## src/rtl/led_scan_sequencer_pkg.sv

```systemverilog
// Shared constants, types and the per-tick position rule for the LED scan sequencer.
package led_scan_pkg;

  localparam logic [1:0] MODE_UP     = 2'b00;
  localparam logic [1:0] MODE_DOWN   = 2'b01;
  localparam logic [1:0] MODE_BOUNCE = 2'b10;
  localparam logic [1:0] MODE_HOLD   = 2'b11;

  typedef enum logic {
    DIR_UP   = 1'b0,
    DIR_DOWN = 1'b1
  } dir_t;

  typedef struct packed {
    logic [2:0] sel;
    dir_t       dir;
    logic       wrap;
  } pos_t;

  // Position, direction and wrap flag that one tick produces in the given mode.
  function automatic pos_t advance(input logic [1:0] mode, input logic [2:0] sel,
                                   input dir_t dir);
    pos_t r;
    r.sel  = sel;
    r.dir  = dir;
    r.wrap = 1'b0;
    case (mode)
      MODE_UP: begin
        r.sel  = sel + 3'd1;
        r.dir  = DIR_UP;
        r.wrap = (sel == 3'd7);
      end
      MODE_DOWN: begin
        r.sel  = sel - 3'd1;
        r.dir  = DIR_DOWN;
        r.wrap = (sel == 3'd0);
      end
      MODE_BOUNCE: begin
        // Reversal steps straight to the neighbour instead of dwelling on the end.
        if (dir == DIR_UP) begin
          if (sel == 3'd7) begin
            r.sel  = 3'd6;
            r.dir  = DIR_DOWN;
            r.wrap = 1'b1;
          end else begin
            r.sel = sel + 3'd1;
          end
        end else begin
          if (sel == 3'd0) begin
            r.sel  = 3'd1;
            r.dir  = DIR_UP;
            r.wrap = 1'b1;
          end else begin
            r.sel = sel - 3'd1;
          end
        end
      end
      default: ;
    endcase
    return r;
  endfunction

endpackage

```

## src/rtl/led_scan_sequencer_if.sv

```systemverilog
// Control and decoder-side signals of the LED scan sequencer.
interface led_scan_sequencer_if;
  logic       run;
  logic [1:0] mode;
  logic       disp_en;
  logic       load;
  logic [2:0] load_val;
  logic [2:0] sel;
  logic       sel_en;
  logic       step;
  logic       wrap;

  modport master (
    output run, mode, disp_en, load, load_val,
    input  sel, sel_en, step, wrap
  );

  modport slave (
    input  run, mode, disp_en, load, load_val,
    output sel, sel_en, step, wrap
  );
endinterface

```

## src/rtl/led_scan_sequencer_tick_gen.sv

```systemverilog
// Prescaler: one tick every PRESCALE cycles in which run is high; clr restarts the count.
module tick_gen #(
  parameter int PRESCALE = 4
) (
  input  logic clk,
  input  logic rst,
  input  logic run,
  input  logic clr,
  output logic tick
);

  localparam int CW = (PRESCALE > 1) ? $clog2(PRESCALE) : 1;
  localparam logic [CW-1:0] LAST = CW'(PRESCALE - 1);

  logic [CW-1:0] cnt_reg;
  logic [CW-1:0] cnt_next;

  assign tick = run && (cnt_reg == LAST);

  // The count is held, not cleared, while run is low.
  always_comb begin
    cnt_next = cnt_reg;
    if (clr || tick) begin
      cnt_next = '0;
    end else if (run) begin
      cnt_next = cnt_reg + 1'b1;
    end
  end

  always_ff @(posedge clk) begin
    if (rst) begin
      cnt_reg <= '0;
    end else begin
      cnt_reg <= cnt_next;
    end
  end

endmodule

```

## src/rtl/led_scan_sequencer.sv

```systemverilog
// 3-bit scan position generator for a 3-to-8 decoder: up, down, bounce and hold modes.
module led_scan_sequencer #(
  parameter int PRESCALE = 4
) (
  input  logic                 clk,
  input  logic                 rst,
  led_scan_sequencer_if.slave  bus
);
  import led_scan_pkg::*;

  logic       tick;
  logic [2:0] sel_reg;
  logic [2:0] sel_next;
  dir_t       dir_reg;
  dir_t       dir_next;
  logic       step_reg;
  logic       step_next;
  logic       wrap_reg;
  logic       wrap_next;
  logic       sel_en_reg;
  pos_t       adv;

  tick_gen #(
    .PRESCALE(PRESCALE)
  ) u_tick_gen (
    .clk  (clk),
    .rst  (rst),
    .run  (bus.run),
    .clr  (bus.load),
    .tick (tick)
  );

  always_ff @(posedge clk) begin
    if (rst) begin
      sel_reg    <= 3'd0;
      dir_reg    <= DIR_UP;
      step_reg   <= 1'b0;
      wrap_reg   <= 1'b0;
      sel_en_reg <= 1'b0;
    end else begin
      sel_reg    <= sel_next;
      dir_reg    <= dir_next;
      step_reg   <= step_next;
      wrap_reg   <= wrap_next;
      sel_en_reg <= bus.disp_en;
    end
  end

  // A load wins over a coincident tick and swallows its step pulse.
  always_comb begin
    adv       = advance(bus.mode, sel_reg, dir_reg);
    sel_next  = sel_reg;
    dir_next  = dir_reg;
    step_next = 1'b0;
    wrap_next = 1'b0;
    if (bus.load) begin
      sel_next = bus.load_val;
      dir_next = DIR_UP;
    end else if (tick) begin
      sel_next  = adv.sel;
      dir_next  = adv.dir;
      step_next = 1'b1;
      wrap_next = adv.wrap;
    end
  end

  always_comb begin
    bus.sel    = sel_reg;
    bus.sel_en = sel_en_reg;
    bus.step   = step_reg;
    bus.wrap   = wrap_reg;
  end

endmodule

```

## src/flat_wrapper.sv

```systemverilog
// flat-port wrapper written by rule: the top's interface ports become plain ports
module led_scan_sequencer_flat import led_scan_pkg::*;
#(
  parameter int PRESCALE = 4
)
  (clk, rst, bus_run, bus_mode, bus_disp_en, bus_load, bus_load_val, bus_sel, bus_sel_en, bus_step, bus_wrap);
  led_scan_sequencer_if bus_i ();
  input  logic clk;
  input  logic rst;
  input wire logic [$bits(bus_i.run)-1:0] bus_run;
  input wire logic [$bits(bus_i.mode)-1:0] bus_mode;
  input wire logic [$bits(bus_i.disp_en)-1:0] bus_disp_en;
  input wire logic [$bits(bus_i.load)-1:0] bus_load;
  input wire logic [$bits(bus_i.load_val)-1:0] bus_load_val;
  output wire logic [$bits(bus_i.sel)-1:0] bus_sel;
  output wire logic [$bits(bus_i.sel_en)-1:0] bus_sel_en;
  output wire logic [$bits(bus_i.step)-1:0] bus_step;
  output wire logic [$bits(bus_i.wrap)-1:0] bus_wrap;
  assign bus_i.run = bus_run;
  assign bus_i.mode = bus_mode;
  assign bus_i.disp_en = bus_disp_en;
  assign bus_i.load = bus_load;
  assign bus_i.load_val = bus_load_val;
  assign bus_sel = bus_i.sel;
  assign bus_sel_en = bus_i.sel_en;
  assign bus_step = bus_i.step;
  assign bus_wrap = bus_i.wrap;
  led_scan_sequencer #(.PRESCALE(PRESCALE)) u_core (.clk(clk), .rst(rst), .bus(bus_i));
endmodule
```

## config.mk

```make
export PLATFORM = sky130hd
export DESIGN_NAME = led_scan_sequencer_flat
export DESIGN_NICKNAME = d
export VERILOG_FILES = /design/src/rtl/led_scan_sequencer_pkg.sv /design/src/rtl/led_scan_sequencer_if.sv /design/src/rtl/led_scan_sequencer_tick_gen.sv /design/src/rtl/led_scan_sequencer.sv /design/src/flat_wrapper.sv
export SDC_FILE = /design/constraint.sdc
export NUM_CORES = 1
export LEC_CHECK = 0
export CORE_UTILIZATION = 25
export DETAILED_ROUTE_END_ITERATION = 7
export GPL_TIMING_DRIVEN = 0
export PLACE_DENSITY = 0.5
export SYNTH_ARGS = -nofsm -noshare
export SYNTH_HDL_FRONTEND = slang
export SYNTH_SLANG_ARGS = --single-unit
```

## constraint.sdc

```tcl
create_clock -name clk -period 2.2 [get_ports clk]
set_clock_uncertainty 0.15 [all_clocks]
set_input_delay 0.44 -clock clk [delete_from_list [all_inputs] [get_ports clk]]
set_output_delay 0.44 -clock clk [all_outputs]
set_load 0.05 [all_outputs]
```

==> results of run 1 <==
-- cell families after synthesis --
group / after synthesis
AND/OR/NAND/NOR: 27
AO/OA/AOI/OAI: 22
buffers and inverters: 13
flip-flops: 9
adder cells (fa/ha/maj): 7
multiplexers: 1
-- report_power, final --
part	switching [W]	internal (W)
Clock	0.0000564	0.0000698
Sequential	0.00000779	0.000169
Combinational	0.0000589	0.0000465
-- metal layers --
layer	global-route usage (%)	vias up	wire length [µm]
li1	-	323	-
met1	14.5	287	679
met2	18.7	18	689
met3	4.44	2	87
met4	3.42	0	19
met5	0	-	0
-- path summary, 6_finish.rpt --
| check | from | end | slack (ns) | cells after the start |
|---|---|---|---|---|
| worst max register to register | u_core.bus.sel[0]$_SDFFE_PP0P_ | u_core.bus.sel[2]$_SDFFE_PP0P_ | 0.37 | 6 |
| worst max-delay path | u_core.bus.sel[1]$_SDFFE_PP0P_ | bus_sel[1] | 0.17 | 1 |
| worst min-delay path | bus_load | u_core.u_tick_gen.cnt_reg[1]$_SDFFE_PP0P_ | 0.23 | 2 |
| worst min register to register | u_core.bus.sel[1]$_SDFFE_PP0P_ | u_core.bus.sel[1]$_SDFFE_PP0P_ | 0.39 | 2 |
-- stage by stage --
| step | instances | utilization [%] |
|---|---|---|
| 2_1_floorplan | 79 | - |
| 6_report | 127 | 35.1 |
| 5_1_grt | 127 | 35.1 |
| 4_1_cts | 127 | 35.0 |
| 3_5_place_dp | 123 | 34.0 |
| 3_3_place_gp | 123 | 34.0 |
-- area by class of cell --
class | instances | share of cell area, %
Timing Repair Buffer | 14 | 15.8
Buffer | 4 | 3.93
Tap cell | 30 | 4.21
Clock buffer | 4 | 2.95
Multi-Input combinational cell | 57 | 49.1
Sequential cell | 9 | 20.2
Inverter | 9 | 3.79
-- timing repair --
action | CTS | global route
endpoints found under the setup margin | 1 | 1
hold buffers | 0 | 0
gates resized for setup | 1 | 1
-- cell usage in the layout, fill, tap and decap left out, types with 3 or more instances in the layout --
master,instances
nand2b_1,3
nand3b_1,4
a31oi_1,3
nor2_1,3
clkbuf_4,3
nor3_1,3
ha_1,7
inv_1,9
dfxtp_1,9
nand2_1,6
a21oi_1,4
clkdlybuf4s50_1,12
==> impl_metrics.json, run 1 <==
{
  "outcome": "finished, final reports clean",
  "cp_max_fo": 4,
  "cp-end-kind": "output pin",
  "cts_sinks": 9,
  "max_freq_mhz": 492,
  "num-fill-cells": 271,
  "slowest_stage": "clkdlybuf4s50_1",
  "post_drt_wl_per_cell_um": 11.6,
  "setup_viol": 0,
  "grt_pass1_wl_um": 2480,
  "synth-async-reset-ratio_pct": 0,
  "fin_setup_tns_ns": 0,
  "period_minus_slack_ns": 2.03,
  "path_cells": "clkdlybuf4s50_1",
  "cp.required_ns": 1.61,
  "avgSynthCellArea_um2": 8.70,
  "grt_pass1_vias": 579,
  "die-area_mm2": 0.00296,
  "synthSimpleGateAreaFrac_pct": 22.6,
  "cts_post_setup_buffers_inserted": 0,
  "ant_nets": 0,
  "via_count": 630,
  "antenna_found_initial": 0,
  "routabilityCongestion": 0.819,
  "timing_worst_slew_pin_value_ns": 0.497,
  "gr-total-overflow": 0,
  "yosysTopAreaCell": "dfxtp_1",
  "min_path_type": "in -> reg",
  "port_buffers": 14,
  "coreArea_mm2": 0.00254,
  "largest_reg_flops": 3,
  "slew_headroom_pct": 66.8,
  "syn_area_um2": 687,
  "synth_top_area_share_pct": 26.2,
  "placed_cell_area_um2": 865,
  "critPathTopFamily": "buffers and inverters",
  "yosys_warnings": 0,
  "initial_core_util_pct": 27.0,
  "synth.distinct_cells": 32,
  "multi_input_area_um2": 438,
  "ys.flop_type": "dfxtp_1",
  "hold_ws_ns": 0.234,
  "finalInstanceArea_um2": 892,
  "drive_gt1_share_pct": 13.4,
  "synth_compound_area_share_pct": 26.8,
  "area_growth_pct": 29.9,
  "io_pins": 16,
  "synthXorXnorAreaFrac_pct": 0,
  "synth.area.top_cells": "dfxtp_1 (26%), ha_1 (13%), inv_1 (4.9%)",
  "cts_root_buffer": "clkbuf_4",
  "cp_num_buf_inv": 1,
  "arrival_ns": 1.44,
  "cpPeakStageDelay_ns": 0.82,
  "yosysSeqAreaShare_pct": 26.2,
  "setup_ws_ns": 0.166,
  "rows": 18,
  "drt-total-wl_um": 1480,
  "die_w_um": 54.4,
  "hold_violations": 0,
  "cts_inserted_buffers": 3,
  "syn-num-nets": 96,
  "hpwl_um": 1120,
  "dr.pass1.iters": 4,
  "clkLatencyLatePin_ns": 0.26,
  "cts_buffer_depth": 2,
  "synthAdderAreaFrac_pct": 12.8,
  "grtUsageTotal_pct": 11.7,
  "drcViolationCount": 0,
  "total_power_w": 0.000408,
  "synth_top_family_by_area": "compound AO/OA/AOI/OAI gates",
  "powerDensity_mw_per_mm2": 458,
  "cts.clk_slew.worst_paths_ns": 0.06,
  "tritoncts": "done",
  "rsz0062_at_grt": "no",
  "drtIter0Drc": 16,
  "finalMaxSlewViolations": 0,
  "critPathLaunchType": "flip-flop",
  "die_h_um": 54.4,
  "ir_drop_mv": 0.344,
  "finalCritPeriodShare_pct": 92.4,
  "path_class": "reg -> out",
  "synth_edf_count": 0,
  "seq_area_um2": 180,
  "pre_cts_slack_ns": 0.213,
  "p_leak_nw": 0.379,
  "synthTopCellsByCount": "dfxtp_1 (9), inv_1 (9), ha_1 (7)",
  "synthMuxAreaShare_pct": 1.64,
  "diodes": 0,
  "num-nets-final": 115,
  "grt_max_degree": 11,
  "syn_inst": 79,
  "cap_violations": 0,
  "htreeDepth": 1,
  "synth-seq-cells": 9,
  "vias_per_cell": 4.96
}
(Power assumes the default switching activity.)
==> run 2, diff against run 1 <==
TNS_END_PERCENT = 1   (was not set)
==> results of run 2 <==
Final layout, timing and power as in run 1 (identical DEF).
==> edit: new RTL, config.mk and constraints of run 2 <==
`PRESCALE` is set to 4 in 3 places; all go to 8.
--- a/src/rtl/led_scan_sequencer_tick_gen.sv
+++ b/src/rtl/led_scan_sequencer_tick_gen.sv
@@ -1,5 +1,5 @@
 // Prescaler: one tick every PRESCALE cycles in which run is high; clr restarts the count.
 module tick_gen #(
-  parameter int PRESCALE = 4
+  parameter int PRESCALE = 8
 ) (
   input  logic clk,
--- a/src/rtl/led_scan_sequencer.sv
+++ b/src/rtl/led_scan_sequencer.sv
@@ -1,5 +1,5 @@
 // 3-bit scan position generator for a 3-to-8 decoder: up, down, bounce and hold modes.
 module led_scan_sequencer #(
-  parameter int PRESCALE = 4
+  parameter int PRESCALE = 8
 ) (
   input  logic                 clk,
--- a/src/flat_wrapper.sv
+++ b/src/flat_wrapper.sv
@@ -2,5 +2,5 @@
 module led_scan_sequencer_flat import led_scan_pkg::*;
 #(
-  parameter int PRESCALE = 4
+  parameter int PRESCALE = 8
 )
   (clk, rst, bus_run, bus_mode, bus_disp_en, bus_load, bus_load_val, bus_sel, bus_sel_en, bus_step, bus_wrap);
Behaviour: not the same (Yosys sat finds a counterexample within 10 cycles, from zero or initial values and one cycle with rst high).
==> edit against run 2 <==
Power is 15% higher. Sequential cell count increased by 1. Area after synthesis is 1.3% higher. Worst setup slack got worse by 0.054 ns. Highest routed layer is now met3. Cell area rose by 0.14%. Sequential power increased by 9.6%. Routed wire length is 5.2% lower.
==> edit: results (changes against run 2) <==
stage,metric,value,unit,change
run_status,status,"finished, final reports clean",,
pwr,maximum vdd drop,0.369,mV,+7.4%
setup_path,"reg-to-reg slack, setup",0.32,ns,-0.05 ns
sta,final critical-path share of the clock period,94.9,%,+2.4 points
setup_path,CP arrival,1.50,ns,+0.06 ns
synthesis,"top cells by count, synth","dfxtp_1 (10), a21oi_1 (8), ha_1 (8)",,
pwr,power density over the cells,524,nW/um2,+14%
global_route,GRT Overall Usage,11.6,%,-0.16 points
min_path,hold worst-path end,u_core.bus.sel[0],,
setup_path,R2R depth,7,,+1
place,count of port buffers added during placement,12,,-2
pwr,leakage power,0.368,nW,-2.8%
cells_and_area,Final nets,118,,+2.6%
cells_and_area,layout cells sized above 1,16.2,%,+2.8 points
synthesis,Synth cell types,30,,-6.3%
detailed_routing,drt first-iter violations,10,,-6
place,Post-Place Worst Slack,0.0987,ns,-0.114 ns
synthesis,Syn Nets,101,,+5.2%
sta,worst hold slack,0.292,ns,+0.0586 ns
place,routability cong.,0.807,,-1.5%
synthesis,post-synthesis sequential area ratio,28.8,%,+2.5 points
synthesis,"top cells by area, synth","dfxtp_1 (29%), ha_1 (14%), a21oi_1 (5.8%)",,
detailed_routing,Post-Route WL,1400,um,-5.2%
place,placed cell area,855,um2,-1.2%
place,placed cell count,125,,+1.6%
detailed_routing,Via density,4.87,,-1.9%
## edit: repair_timing
action	CTS	global route
hold endpoints to repair	0	0
hold buffers	0	0
endpoints found under the setup margin	0	1
resized for setup	0	1
setup buffers	0	0
## edit: cells by family after synthesis
kind of cell	synth area share (%)
muxes	1.44
AOI/OAI and AO/OA	21.6
buffers and inverters	10.1
and+or+nand+nor	23.7
adders and majority gates	14.4
DFF	28.8
## edit: area by class of cell
type | count | area, um2
timing repair buffer | 12 | 123
fill | 271 | 1650
sequential | 10 | 201
buffer | 5 | 43.8
multi-input combinational | 61 | 425
clock buffer | 4 | 36.3
tap | 30 | 37.5
inverter | 7 | 26.3
## edit: routing by layer
metal / GRT usage [%] / routed length, um / part of all wire (%)
met2: 18.7 / 613 / 44
met3: 5.28 / 77 / 5.5
met4: 1.28 / 0 / 0
met5: 0 / 0 / 0
met1: 14.3 / 708 / 51
